## src/rtl/wb_cmd_master_pkg.sv

```systemverilog
// Shared types for the Wishbone command master: command/response tags, FSM states
// and the bit position of the auto-increment flag inside a special command.
package wb_cmd_pkg;

  typedef enum logic [1:0] {
    CMD_RD   = 2'd0,
    CMD_WR   = 2'd1,
    CMD_ADDR = 2'd2,
    CMD_SPEC = 2'd3
  } cmd_e;

  typedef enum logic [1:0] {
    RSP_RD  = 2'd0,
    RSP_WR  = 2'd1,
    RSP_CFG = 2'd2,
    RSP_ERR = 2'd3
  } rsp_e;

  typedef enum logic [1:0] {
    IDLE = 2'd0,
    BUS  = 2'd1,
    RSP  = 2'd2
  } state_e;

  localparam int unsigned SPEC_AUTOINC_BIT = 0;

endpackage

```

## src/rtl/wb_cmd_master_if.sv

```systemverilog
// Command stream, response stream and Wishbone B4 classic bus of wb_cmd_master.
// The master modport is the block's view; slave is the view of whatever surrounds it.
interface wb_cmd_master_if #(
  parameter int unsigned AW = 32,
  parameter int unsigned DW = 32
);
  logic [DW+1:0]   in_cmd_word;
  logic            in_cmd_valid;
  logic            in_cmd_ready;
  logic [DW+1:0]   out_rsp_word;
  logic            out_rsp_valid;
  logic            out_rsp_ready;
  logic            o_wb_cyc;
  logic            o_wb_stb;
  logic            o_wb_we;
  logic [AW-1:0]   o_wb_addr;
  logic [DW/8-1:0] o_wb_sel;
  logic [DW-1:0]   o_wb_data;
  logic [DW-1:0]   i_wb_data;
  logic            i_wb_ack;
  logic            i_wb_err;

  modport master (
    input  in_cmd_word, in_cmd_valid, out_rsp_ready, i_wb_data, i_wb_ack, i_wb_err,
    output in_cmd_ready, out_rsp_word, out_rsp_valid,
    output o_wb_cyc, o_wb_stb, o_wb_we, o_wb_addr, o_wb_sel, o_wb_data
  );

  modport slave (
    output in_cmd_word, in_cmd_valid, out_rsp_ready, i_wb_data, i_wb_ack, i_wb_err,
    input  in_cmd_ready, out_rsp_word, out_rsp_valid,
    input  o_wb_cyc, o_wb_stb, o_wb_we, o_wb_addr, o_wb_sel, o_wb_data
  );
endinterface

```

## src/rtl/wb_cmd_master.sv

```systemverilog
// Wishbone B4 classic master executing one tagged command at a time, one response per command.
// Optional ack timeout enabled by defining WB_CMD_MASTER_TIMEOUT_EN.
module wb_cmd_master
  import wb_cmd_pkg::*;
#(
  parameter int unsigned AW     = 32,
  parameter int unsigned DW     = 32,
  parameter int unsigned TO_CYC = 255
) (
  input logic              clk,
  input logic              rst,
  wb_cmd_master_if.master  bus
);

  state_e          state_q, state_d;
  cmd_e            cmd_q, cmd_d;
  logic [DW-1:0]   pay_q, pay_d;
  logic [AW-1:0]   addr_q, addr_d;
  logic            autoinc_q, autoinc_d;
  logic [DW+1:0]   rsp_q, rsp_d;
  logic [DW-1:0]   addr_as_data;
  logic [AW-1:0]   word_as_addr;

  // Width adaptation between address and data domains (zero-extend or truncate).
  if (AW >= DW) begin : g_wide_addr
    assign addr_as_data = addr_q[DW-1:0];
    assign word_as_addr = {{(AW-DW){1'b0}}, bus.in_cmd_word[DW-1:0]};
  end else begin : g_narrow_addr
    assign addr_as_data = {{(DW-AW){1'b0}}, addr_q};
    assign word_as_addr = bus.in_cmd_word[AW-1:0];
  end

`ifdef WB_CMD_MASTER_TIMEOUT_EN
  localparam int unsigned CW = $clog2(TO_CYC + 1);
  logic [CW-1:0] cnt_q, cnt_d;
`endif

  assign bus.in_cmd_ready  = (state_q == IDLE) && !rst;
  assign bus.o_wb_cyc      = (state_q == BUS);
  assign bus.o_wb_stb      = (state_q == BUS);
  assign bus.o_wb_we       = (state_q == BUS) && (cmd_q == CMD_WR);
  assign bus.o_wb_sel      = {(DW/8){state_q == BUS}};
  assign bus.o_wb_addr     = addr_q;
  assign bus.o_wb_data     = pay_q;
  assign bus.out_rsp_valid = (state_q == RSP);
  assign bus.out_rsp_word  = rsp_q;

  always_comb begin
    state_d   = state_q;
    cmd_d     = cmd_q;
    pay_d     = pay_q;
    addr_d    = addr_q;
    autoinc_d = autoinc_q;
    rsp_d     = rsp_q;
`ifdef WB_CMD_MASTER_TIMEOUT_EN
    cnt_d     = cnt_q;
`endif
    unique case (state_q)
      IDLE: begin
        if (bus.in_cmd_valid && bus.in_cmd_ready) begin
          cmd_d = cmd_e'(bus.in_cmd_word[DW+1:DW]);
          pay_d = bus.in_cmd_word[DW-1:0];
          unique case (cmd_e'(bus.in_cmd_word[DW+1:DW]))
            CMD_RD, CMD_WR: begin
              state_d = BUS;
`ifdef WB_CMD_MASTER_TIMEOUT_EN
              cnt_d   = '0;
`endif
            end
            CMD_ADDR: begin
              addr_d  = word_as_addr;
              rsp_d   = {RSP_CFG, bus.in_cmd_word[DW-1:0]};
              state_d = RSP;
            end
            default: begin
              autoinc_d = bus.in_cmd_word[SPEC_AUTOINC_BIT];
              rsp_d     = {RSP_CFG, bus.in_cmd_word[DW-1:0]};
              state_d   = RSP;
            end
          endcase
        end
      end
      BUS: begin
        // err wins over a simultaneous ack; a terminating slave wins over the timeout.
        if (bus.i_wb_err) begin
          rsp_d   = {RSP_ERR, addr_as_data};
          state_d = RSP;
        end else if (bus.i_wb_ack) begin
          rsp_d = (cmd_q == CMD_WR) ? {RSP_WR, pay_q} : {RSP_RD, bus.i_wb_data};
          if (autoinc_q) begin
            addr_d = addr_q + AW'(DW / 8);
          end
          state_d = RSP;
`ifdef WB_CMD_MASTER_TIMEOUT_EN
        end else if (cnt_q == CW'(TO_CYC - 1)) begin
          rsp_d   = {RSP_ERR, addr_as_data};
          state_d = RSP;
        end else begin
          cnt_d = cnt_q + 1'b1;
`endif
        end
      end
      RSP: begin
        if (bus.out_rsp_ready) begin
          state_d = IDLE;
        end
      end
      default: state_d = IDLE;
    endcase
  end

  always_ff @(posedge clk) begin
    if (rst) begin
      state_q   <= IDLE;
      cmd_q     <= CMD_RD;
      pay_q     <= '0;
      addr_q    <= '0;
      autoinc_q <= 1'b0;
      rsp_q     <= '0;
`ifdef WB_CMD_MASTER_TIMEOUT_EN
      cnt_q     <= '0;
`endif
    end else begin
      state_q   <= state_d;
      cmd_q     <= cmd_d;
      pay_q     <= pay_d;
      addr_q    <= addr_d;
      autoinc_q <= autoinc_d;
      rsp_q     <= rsp_d;
`ifdef WB_CMD_MASTER_TIMEOUT_EN
      cnt_q     <= cnt_d;
`endif
    end
  end

endmodule

```

## src/flat_wrapper.sv

```systemverilog
// flat-port wrapper written by rule: the top's interface ports become plain ports
module wb_cmd_master_flat import wb_cmd_pkg::*;
#(
  parameter int unsigned AW     = 32,
  parameter int unsigned DW     = 32,
  parameter int unsigned TO_CYC = 255
)
  (clk, rst, bus_in_cmd_word, bus_in_cmd_valid, bus_out_rsp_ready, bus_i_wb_data, bus_i_wb_ack, bus_i_wb_err, bus_in_cmd_ready, bus_out_rsp_word, bus_out_rsp_valid, bus_o_wb_cyc, bus_o_wb_stb, bus_o_wb_we, bus_o_wb_addr, bus_o_wb_sel, bus_o_wb_data);
  wb_cmd_master_if #(.AW(AW), .DW(DW)) bus_i ();
  input logic clk;
  input logic rst;
  input wire logic [$bits(bus_i.in_cmd_word)-1:0] bus_in_cmd_word;
  input wire logic [$bits(bus_i.in_cmd_valid)-1:0] bus_in_cmd_valid;
  input wire logic [$bits(bus_i.out_rsp_ready)-1:0] bus_out_rsp_ready;
  input wire logic [$bits(bus_i.i_wb_data)-1:0] bus_i_wb_data;
  input wire logic [$bits(bus_i.i_wb_ack)-1:0] bus_i_wb_ack;
  input wire logic [$bits(bus_i.i_wb_err)-1:0] bus_i_wb_err;
  output wire logic [$bits(bus_i.in_cmd_ready)-1:0] bus_in_cmd_ready;
  output wire logic [$bits(bus_i.out_rsp_word)-1:0] bus_out_rsp_word;
  output wire logic [$bits(bus_i.out_rsp_valid)-1:0] bus_out_rsp_valid;
  output wire logic [$bits(bus_i.o_wb_cyc)-1:0] bus_o_wb_cyc;
  output wire logic [$bits(bus_i.o_wb_stb)-1:0] bus_o_wb_stb;
  output wire logic [$bits(bus_i.o_wb_we)-1:0] bus_o_wb_we;
  output wire logic [$bits(bus_i.o_wb_addr)-1:0] bus_o_wb_addr;
  output wire logic [$bits(bus_i.o_wb_sel)-1:0] bus_o_wb_sel;
  output wire logic [$bits(bus_i.o_wb_data)-1:0] bus_o_wb_data;
  assign bus_i.in_cmd_word = bus_in_cmd_word;
  assign bus_i.in_cmd_valid = bus_in_cmd_valid;
  assign bus_i.out_rsp_ready = bus_out_rsp_ready;
  assign bus_i.i_wb_data = bus_i_wb_data;
  assign bus_i.i_wb_ack = bus_i_wb_ack;
  assign bus_i.i_wb_err = bus_i_wb_err;
  assign bus_in_cmd_ready = bus_i.in_cmd_ready;
  assign bus_out_rsp_word = bus_i.out_rsp_word;
  assign bus_out_rsp_valid = bus_i.out_rsp_valid;
  assign bus_o_wb_cyc = bus_i.o_wb_cyc;
  assign bus_o_wb_stb = bus_i.o_wb_stb;
  assign bus_o_wb_we = bus_i.o_wb_we;
  assign bus_o_wb_addr = bus_i.o_wb_addr;
  assign bus_o_wb_sel = bus_i.o_wb_sel;
  assign bus_o_wb_data = bus_i.o_wb_data;
  wb_cmd_master #(.AW(AW), .DW(DW), .TO_CYC(TO_CYC)) u_core (.clk(clk), .rst(rst), .bus(bus_i));
endmodule
```

## config.mk

```make
export PLATFORM = sky130hd
export DESIGN_NAME = wb_cmd_master_flat
export DESIGN_NICKNAME = d
export VERILOG_FILES = /design/src/rtl/wb_cmd_master_pkg.sv /design/src/rtl/wb_cmd_master_if.sv /design/src/rtl/wb_cmd_master.sv /design/src/flat_wrapper.sv
export SDC_FILE = /design/constraint.sdc
export NUM_CORES = 1
export LEC_CHECK = 0
export CELL_PAD_IN_SITES_DETAIL_PLACEMENT = 0
export CELL_PAD_IN_SITES_GLOBAL_PLACEMENT = 1
export CORE_MARGIN = 2
export CORE_UTILIZATION = 35
export CTS_CLUSTER_DIAMETER = 80
export DETAILED_ROUTE_END_ITERATION = 10
export PLACE_DENSITY = 0.88
export SYNTH_ARGS = -nofsm -noshare
export SYNTH_HDL_FRONTEND = slang
export SYNTH_SLANG_ARGS = --single-unit
```

## constraint.sdc

```tcl
create_clock -name clk -period 3.8 [get_ports clk]
set_clock_uncertainty 0.05 [all_clocks]
set_input_delay 0.76 -clock clk [delete_from_list [all_inputs] [get_ports clk]]
set_output_delay 0.76 -clock clk [all_outputs]
set_load 0.1 [all_outputs]
```

# == Yosys cells after proc, flatten, opt, wreduce, memory -nomap -nowiden ==
# Index checks and enable logic that the tools add are counted.
# W data, S select, Z words.
# totals
ff_bits,103
output_inout_bits,107
# op_classes
n_eq_ne,13
bitwise_logic,1
reduce_logical,14
add_sub_neg,1
muxes,18
# ops
op,count
$mux W32,5
$mux W34,4
$pmux W34 S2,1
$pmux W32 S2,1
$mux W33,1
$add A32 B3 Y32 const B,1
$ne A2 B2 Y1 const B,6
$mux W2,5
$eq A2 B1 Y1 const B,3
$pmux W2 S3,1
$reduce_and A3 Y1,2
$reduce_and A6 Y1,1
$eq A2 B2 Y1 const B,2
$logic_not A2 Y1,2
$reduce_and A4 Y1,1
$logic_and A1 B1 Y1,3
$ne A3 B3 Y1 const B,1
$reduce_or A3 Y1,1
$ne A2 B1 Y1 const B,1
$reduce_and A2 Y1,1
$reduce_bool A2 Y1,1
$reduce_or A2 Y1,1
$logic_not A1 Y1,1
$not A1 Y1,1

# == Logic depth before layout (Yosys ltp) ==
# logic_depth
ltp_word,5
mapped_depth,8
ltp_nobuf,6

# == Least setup slack after synthesis ==
# Ideal clock, no wire load.
# synth_timing
path_kind,in2out
startpoint,input rst
endpoint,output bus_in_cmd_ready
setup_slack_ns,-0.146
path_buffers,2
required_ns,2.990
cell_stages,3
arrival_ns,3.136
cell_sequence,buf_2 > clkbuf_1 > nor3_1
# synth_via
elab_chain_len,2
# synth_lines
item,line,source
start: declaration,flat_wrapper.sv:11,input logic rst;
$logic_not A1 Y1,wb_cmd_master.sv:38,assign bus.in_cmd_ready = (state_q == IDLE) && !rst;
$logic_and A1 B1 Y1,wb_cmd_master.sv:38,
end: declaration,flat_wrapper.sv:18,output wire logic [$bits(bus_i.in_cmd_ready)-1:0] bus_in_cmd_ready;
# Every way passes these cells.

# == Final worst setup path ==
# layout_timing
startpoint,register u_core.state_q[0]
endpoint,output bus_o_wb_sel[0]
# layout_via
elab_chain_len,1
# layout_lines
item,line,source
start: declaration,wb_cmd_master.sv:15,"state_e state_q, state_d;"
start signal: assignment,wb_cmd_master.sv:124,state_q <= state_d;
$eq A2 B1 Y1,wb_cmd_master.sv:42,assign bus.o_wb_sel = {(DW/8){state_q == BUS}};
end: declaration,flat_wrapper.sv:25,output wire logic [$bits(bus_i.o_wb_sel)-1:0] bus_o_wb_sel;
# Every way passes these cells.

==> flow_summary_export.csv <==
group,metric,value,unit
status,outcome,"finished clean",
synthesis,synth-main-ff-cell,"dfxtp_1",
clocking,tritoncts,"done",
floorplanning,io-pin-count,179,
synthesis,yosysSeqAreaShare,38.2,%
clocking,post_cts_resized,0,
pwr,vdd_drop_max,0.254,mV
synthesis,synth.net_count,770,
timing,finalCritPeriodShare,76.3,%
setup_path,r2r-end,"u_core.bus.o_wb_addr[12]$_SDFFE_PP0P_",
synthesis,syn_area,5400,sq um
timing,tns,0,ps
clocking,cts_max_path_buffers,2,
clocking,hold_buffers,0,
pwr,p_leak,2.87,nW
hold_path,min_path_type,"reg -> reg",
timing,max_slew_margin,29.7,%
place,place.detailed.hpwl,12200,um
global_routing,track_usage,21.6,%
timing,setup_ws,900,ps
clocking,clkTransAtPathRegs,60,ps
clocking,insertion_delay,350,ps
clocking,htreeDepth,3,
final_layout,layout-drive-gt1-share,7.06,%
global_routing,grt-ovfl-total,0,
setup_path,critPathLaunch,"u_core.state_q[0]$_SDFFE_PP0P_",
setup_path,worst-endpoint-arrival,2090,ps
setup_path,crit_type,"reg -> out",
synthesis,synth_enable_flop_cells,0,
setup_path,critical_path.max_fanout,38,
place,portBuffers,178,
floorplanning,fp.dieW,128,um
global_routing,grt_max_degree,61,
route,drc_errors,0,
route,post_drt_wl_per_cell,17.4,um
setup_path,worstPathRequired,2990,ps
clocking,cts_setup_buffers,0,
synthesis,yosysWarnings,0,
global_routing,grt_pass1_vias,5093,
synthesis,synth.distinct_cells,58,
route,drt-initial-drc-count,460,
clocking,cts_buffers,9,
synthesis,synth-seq-cells,103,
route,vias,5565,
timing,maxSlewViolCount,0,
global_routing,grt_pass1_wl,28200,um
setup_path,rrSetupSlack,1210,ps
route,routed_wl,17800,um
place,place_ws,755,ps
timing,worst_pin_slew,1050,ps
floorplanning,design.die.area,16400,sq um
place,gp_congestion,0.823,
floorplanning,rows,45,
synthesis,avgSynthCellArea,7.75,sq um
final_layout,syn2layout_area_growth,40.0,%
setup_path,end_kind,"output port",
route,drtAntennaViolNets,0,
timing,rsz0062_at_grt,"false",
timing,min_period,2900,ps
route,via_per_inst,5.43,
setup_path,r2r-start,"u_core.state_q[0]$_SDFFE_PP0P_",
route,dr.pass1.iters,5,
setup_path,start_kind,"flip-flop",
clocking,root_buffer,"clkbuf_16",
job,maxCapViolCount,0,
timing,setup_viol,0,
timing,hold_viol_final,0,
setup_path,reg2reg_depth,6,
timing,timing.fmax,345,MHz
timing,hold_slack,415,ps
setup_path,cp-endpoint,"bus_o_wb_sel[0]",
final_layout,num_antenna_cells,0,
floorplanning,dieHeight,128,um
floorplanning,fp.coreArea,15100,sq um
final_layout,nNetsFinal,904,
pwr,p_per_area,403,nW/um^2
synthesis,synthArstFlopShare,0,%
synthesis,syn_inst,697,
global_routing,grt_antenna_before_repair,0,
floorplanning,initial_core_util,35.6,%
final_layout,fillerInstances,1481,
clocking,clock-sinks,103,
## kinds of logic (layout without fill, tap and decap cells)
family / count (synthesis) / in the layout / share of synthesized area [%]
AND/OR/NAND/NOR: 262 / 262 / 21.8
AO/OA/AOI/OAI: 217 / 217 / 26.6
flip-flops: 103 / 103 / 38.2
buffers and inverters: 78 / 217 / 6.51
multiplexers: 36 / 36 / 6.67
adder cells (fa/ha/maj): 1 / 1 / 0.232
## area by class of cell
cell class | count | area, sq um | share of cell area (%)
clock buffer | 13 | 260 | 3.44
clock inverter | 3 | 17.5 | 0.232
inverter | 9 | 33.8 | 0.447
multi-input combinational | 516 | 3010 | 39.8
sequential | 103 | 2060 | 27.3
tap | 188 | 235 | 3.11
timing repair buffer | 192 | 1940 | 25.7
## state kept, by name, summed over array words and instances, names as in the netlist
register and flops:
u_core.bus.out_rsp_word 34, u_core.bus.o_wb_addr 32, u_core.bus.o_wb_data 32, u_core.cmd_q 2, u_core.state_q 2, u_core.autoinc_q 1
## power breakdown
| part | switching [mW] | internal (mW) |
|---|---|---|
| clock | 0.416 | 0.479 |
| combinational | 0.689 | 0.260 |
| sequential | 0.0538 | 1.14 |
| total | 1.16 | 1.88 |
## layer usage
layer | wire length [um] | up-vias | global-route usage [%]
met2 | 8310 | 157 | 34.8
met5 | 0 | - | 0
met4 | 146 | 0 | 4.72
li1 | - | 2777 | -
met1 | 8420 | 2620 | 29.5
met3 | 929 | 11 | 5.09
## worst min path at each step
stage	start	end	cells after the start
2_1_floorplan	u_core.cmd_q[1]$_SDFFE_PP0P_	u_core.cmd_q[1]$_SDFFE_PP0P_	2
3_3_place_gp	u_core.cmd_q[1]$_SDFFE_PP0P_	u_core.cmd_q[1]$_SDFFE_PP0P_	2
3_5_place_dp	u_core.cmd_q[1]$_SDFFE_PP0P_	u_core.cmd_q[1]$_SDFFE_PP0P_	2
4_1_cts	u_core.cmd_q[1]$_SDFFE_PP0P_	u_core.cmd_q[1]$_SDFFE_PP0P_	2
5_1_grt	u_core.cmd_q[1]$_SDFFE_PP0P_	u_core.cmd_q[1]$_SDFFE_PP0P_	2
6_report	u_core.cmd_q[1]$_SDFFE_PP0P_	u_core.cmd_q[1]$_SDFFE_PP0P_	2
## synthesized netlist by cell type (all sizes together) (7+ instances only)
| master | count | area share [%] |
|---|---|---|
| nand2 | 144 | 10 |
| dfxtp | 103 | 38 |
| o21ai | 62 | 5.7 |
| nor2 | 53 | 3.7 |
| buf | 36 | 3.6 |
| mux2i | 36 | 6.7 |
| a21oi | 35 | 3.2 |
| clkbuf | 33 | 2.3 |
| o211ai | 32 | 4.4 |
| a311oi | 24 | 3.9 |
| a31oi | 23 | 2.7 |
| nand3 | 15 | 1.5 |
| nand4 | 13 | 1.8 |
| nor3 | 9 | 1.1 |
| a21o | 8 | 1.1 |
| inv | 7 | 0.49 |
## layout by cell type, fill, tap and decap left out, types with 6 or more instances in the layout
cell             instances
inv_1                    6
a21oi_1                 35
clkdlybuf4s50_1        165
o21ai_0                 55
a311oi_1                24
dfxtp_1                103
o211ai_1                32
clkbuf_16                9
a21o_1                   8
buf_12                   7
mux2i_1                 36
o21ai_1                  7
nand3_1                 14
nor2_1                  52
nand4_1                 12
nand2_1                144
a31oi_1                 23
buf_4                   19
## critical path: stages (launching register included)
cell      delay (ps)
dfxtp_1          510
nand2b_4         340
inv_2            610
buf_12           260
## metrics by stage
stage	utilization (%)	instances	power, mW	cell area (sq um)
2_1_floorplan	-	697	1.89	5400
3_3_place_gp	48.1	1008	2.17	7280
3_5_place_dp	48.1	1008	2.17	7280
4_1_cts	49.9	1024	3.07	7560
5_1_grt	49.9	1024	3.17	7560
6_report	49.9	1024	3.04	7560
Power figures use the tool's default switching activity.
==> RTL change: new RTL, same flow settings <==
`addr_q` no longer has a reset.
--- a/src/rtl/wb_cmd_master.sv
+++ b/src/rtl/wb_cmd_master.sv
@@ -114,7 +114,6 @@
       state_q   <= IDLE;
       cmd_q     <= CMD_RD;
       pay_q     <= '0;
-      addr_q    <= '0;
       autoinc_q <= 1'b0;
       rsp_q     <= '0;
 `ifdef WB_CMD_MASTER_TIMEOUT_EN
@@ -124,7 +123,6 @@
       state_q   <= state_d;
       cmd_q     <= cmd_d;
       pay_q     <= pay_d;
-      addr_q    <= addr_d;
       autoinc_q <= autoinc_d;
       rsp_q     <= rsp_d;
 `ifdef WB_CMD_MASTER_TIMEOUT_EN
@@ -133,5 +131,9 @@
     end
   end
 
+  always_ff @(posedge clk) begin
+    addr_q <= addr_d;
+  end
+
 endmodule
 
Function: differs if rst is asserted again (counterexample within 4 cycles, from zero or initial values and one cycle with rst high); with rst held inactive, the same outputs for 4 cycles.
==> RTL change against the unedited design <==
Total power up 4.1%. Synthesized area is 0.49% lower. Count of clock-buffer cells in the layout down 4. Final area up 0.53%. Sequential cell count did not move. Wire length shrank 2.6%. Setup slack got worse by 0.013 ns. Worst hold slack gained 0.029 ns.
==> RTL change: results <==
{
  "top_layer": "met4",
  "synth.area.top_cells": "dfxtp_1, edfxtp_1, mux2_2",
  "wl_per_cell_um": 18.47,
  "cts_buffer_depth": 2,
  "post_cts_resized": 0,
  "htreeDepth": 3,
  "dpl.hpwl_um": 12150,
  "cp_top_family": "buffers and inverters",
  "instances_no_fill": 939,
  "synth_cell_types": 37,
  "dr_wl_met3_um": 888,
  "cts_setup_buffers": 0,
  "cp_data_arrival_time_ns": 2.10,
  "cp-startpoint": "u_core.bus.o_wb_addr[21]",
  "ys_warn_count": 0,
  "yosys-top-cells-count": "dfxtp_1, nor2_1, nand2_1",
  "grt_pass1_wl_um": 27450,
  "avgSynthCellArea_um2": 8.910,
  "synth_edf_count": 32,
  "irDropWorstVdd_mv": 0.2322,
  "antenna_cells": 0,
  "n_fill_cell": 1394,
  "hold_violations": 0,
  "dpl_worst_slack_ns": 1.038,
  "p_leak_nw": 2.673,
  "nNetsFinal": 819,
  "insertion_delay_ns": 0.35,
  "largest_reg_flops": 34,
  "seqCellArea_um2": 2382,
  "synthArstFlopShare_pct": 0,
  "syn-num-nets": 676,
  "r2r-start": "u_core.bus.o_wb_addr[3]",
  "hp-class": "reg2reg",
  "ys.flop_type": "dfxtp_1",
  "path_max_fanout": 9,
  "post-place-cells": 923,
  "grt_max_degree": 70,
  "grt_pass1_vias": 5051,
  "drive_above_1_share_pct": 10.12,
  "worstMarginPinSlew_ns": 1.055,
  "cp_slowest_cell": "clkdlybuf4s50_1",
  "drt_first_pass_iters": 6,
  "route.met2.wl_um": 8249,
  "via_count": 5195,
  "cpPeakStageDelay_ns": 1.22,
  "status": "finished, final reports clean",
  "drt-initial-drc-count": 335,
  "ys_seq_area_share_pct": 44.34,
  "hold_start": "u_core.bus.o_wb_data[2]",
  "met1_length_um": 7800,
  "grt.total_usage_pct": 21.04,
  "root_buffer": "clkbuf_16",
  "placed_area_um2": 7316,
  "gp_congestion": 0.8104,
  "cts_buffers": 9
}
==> RTL change: cell count changes in the layout (fill, tap and decap cells not counted), moves of 13 or more <==
cell	delta
nand2_1	-87
a21oi_1	-33
mux2i_1	-33
dfxtp_1	-32
edfxtp_1	+32
mux2_2	+32
nand2b_1	+32
o211ai_1	-32
a221oi_1	+31
a211oi_1	+29
a311oi_1	-24
and3_1	+24
or4_1	+13
==> RTL change: final timing paths <==
check | to | slack, ns | depth (start not counted)
max reg2reg | u_core.bus.o_wb_addr[26] | 1.17 | 5
min | u_core.bus.o_wb_data[2] | 0.44 | 2
min reg2reg | u_core.bus.o_wb_data[2] | 0.44 | 2
max | bus_o_wb_addr[21] | 0.89 | 1
==> RTL change: layout make-up <==
cell class                 instances  area share [%]
multi-input combinational        437           36.43
sequential                       103           31.36
timing repair buffer             188           25.07
tap                              188           3.096
clock buffer                       9           2.964
clock inverter                     7          0.7411
inverter                           7          0.3458
==> RTL change: worst min-delay path, stage by stage (launching register included) <==
cell,delay [ns]
dfxtp_1,0.32
nand2b_1,0.06
o21ai_0,0.06
==> RTL change: where the power goes <==
group          leakage (nW)  internal (mW)  total [mW]  switching, mW
Clock                 0.132          0.453       0.896          0.443
Combinational          1.67          0.291        1.01          0.716
Sequential            0.874           1.21        1.26         0.0569
==> RTL change: logic make-up after synthesis <==
logic type                 count (synthesis)  synth area share (%)
and+or+nand+nor                          240                 22.66
AOI/OAI and AO/OA                        148                 18.44
DFF                                      103                 44.34
buffers and inverters                     63                 4.937
muxes                                     35                 7.266
xor gates and xnor gates                  13                 2.119
adders and majority gates                  1                0.2328
==> RTL change: per-layer routing <==
metal  vias up  GRT usage (%)
li1       2517              -
met1      2462          28.78
met2       189          33.53
met3        27          2.922
met4         0          8.727
met5         -              0
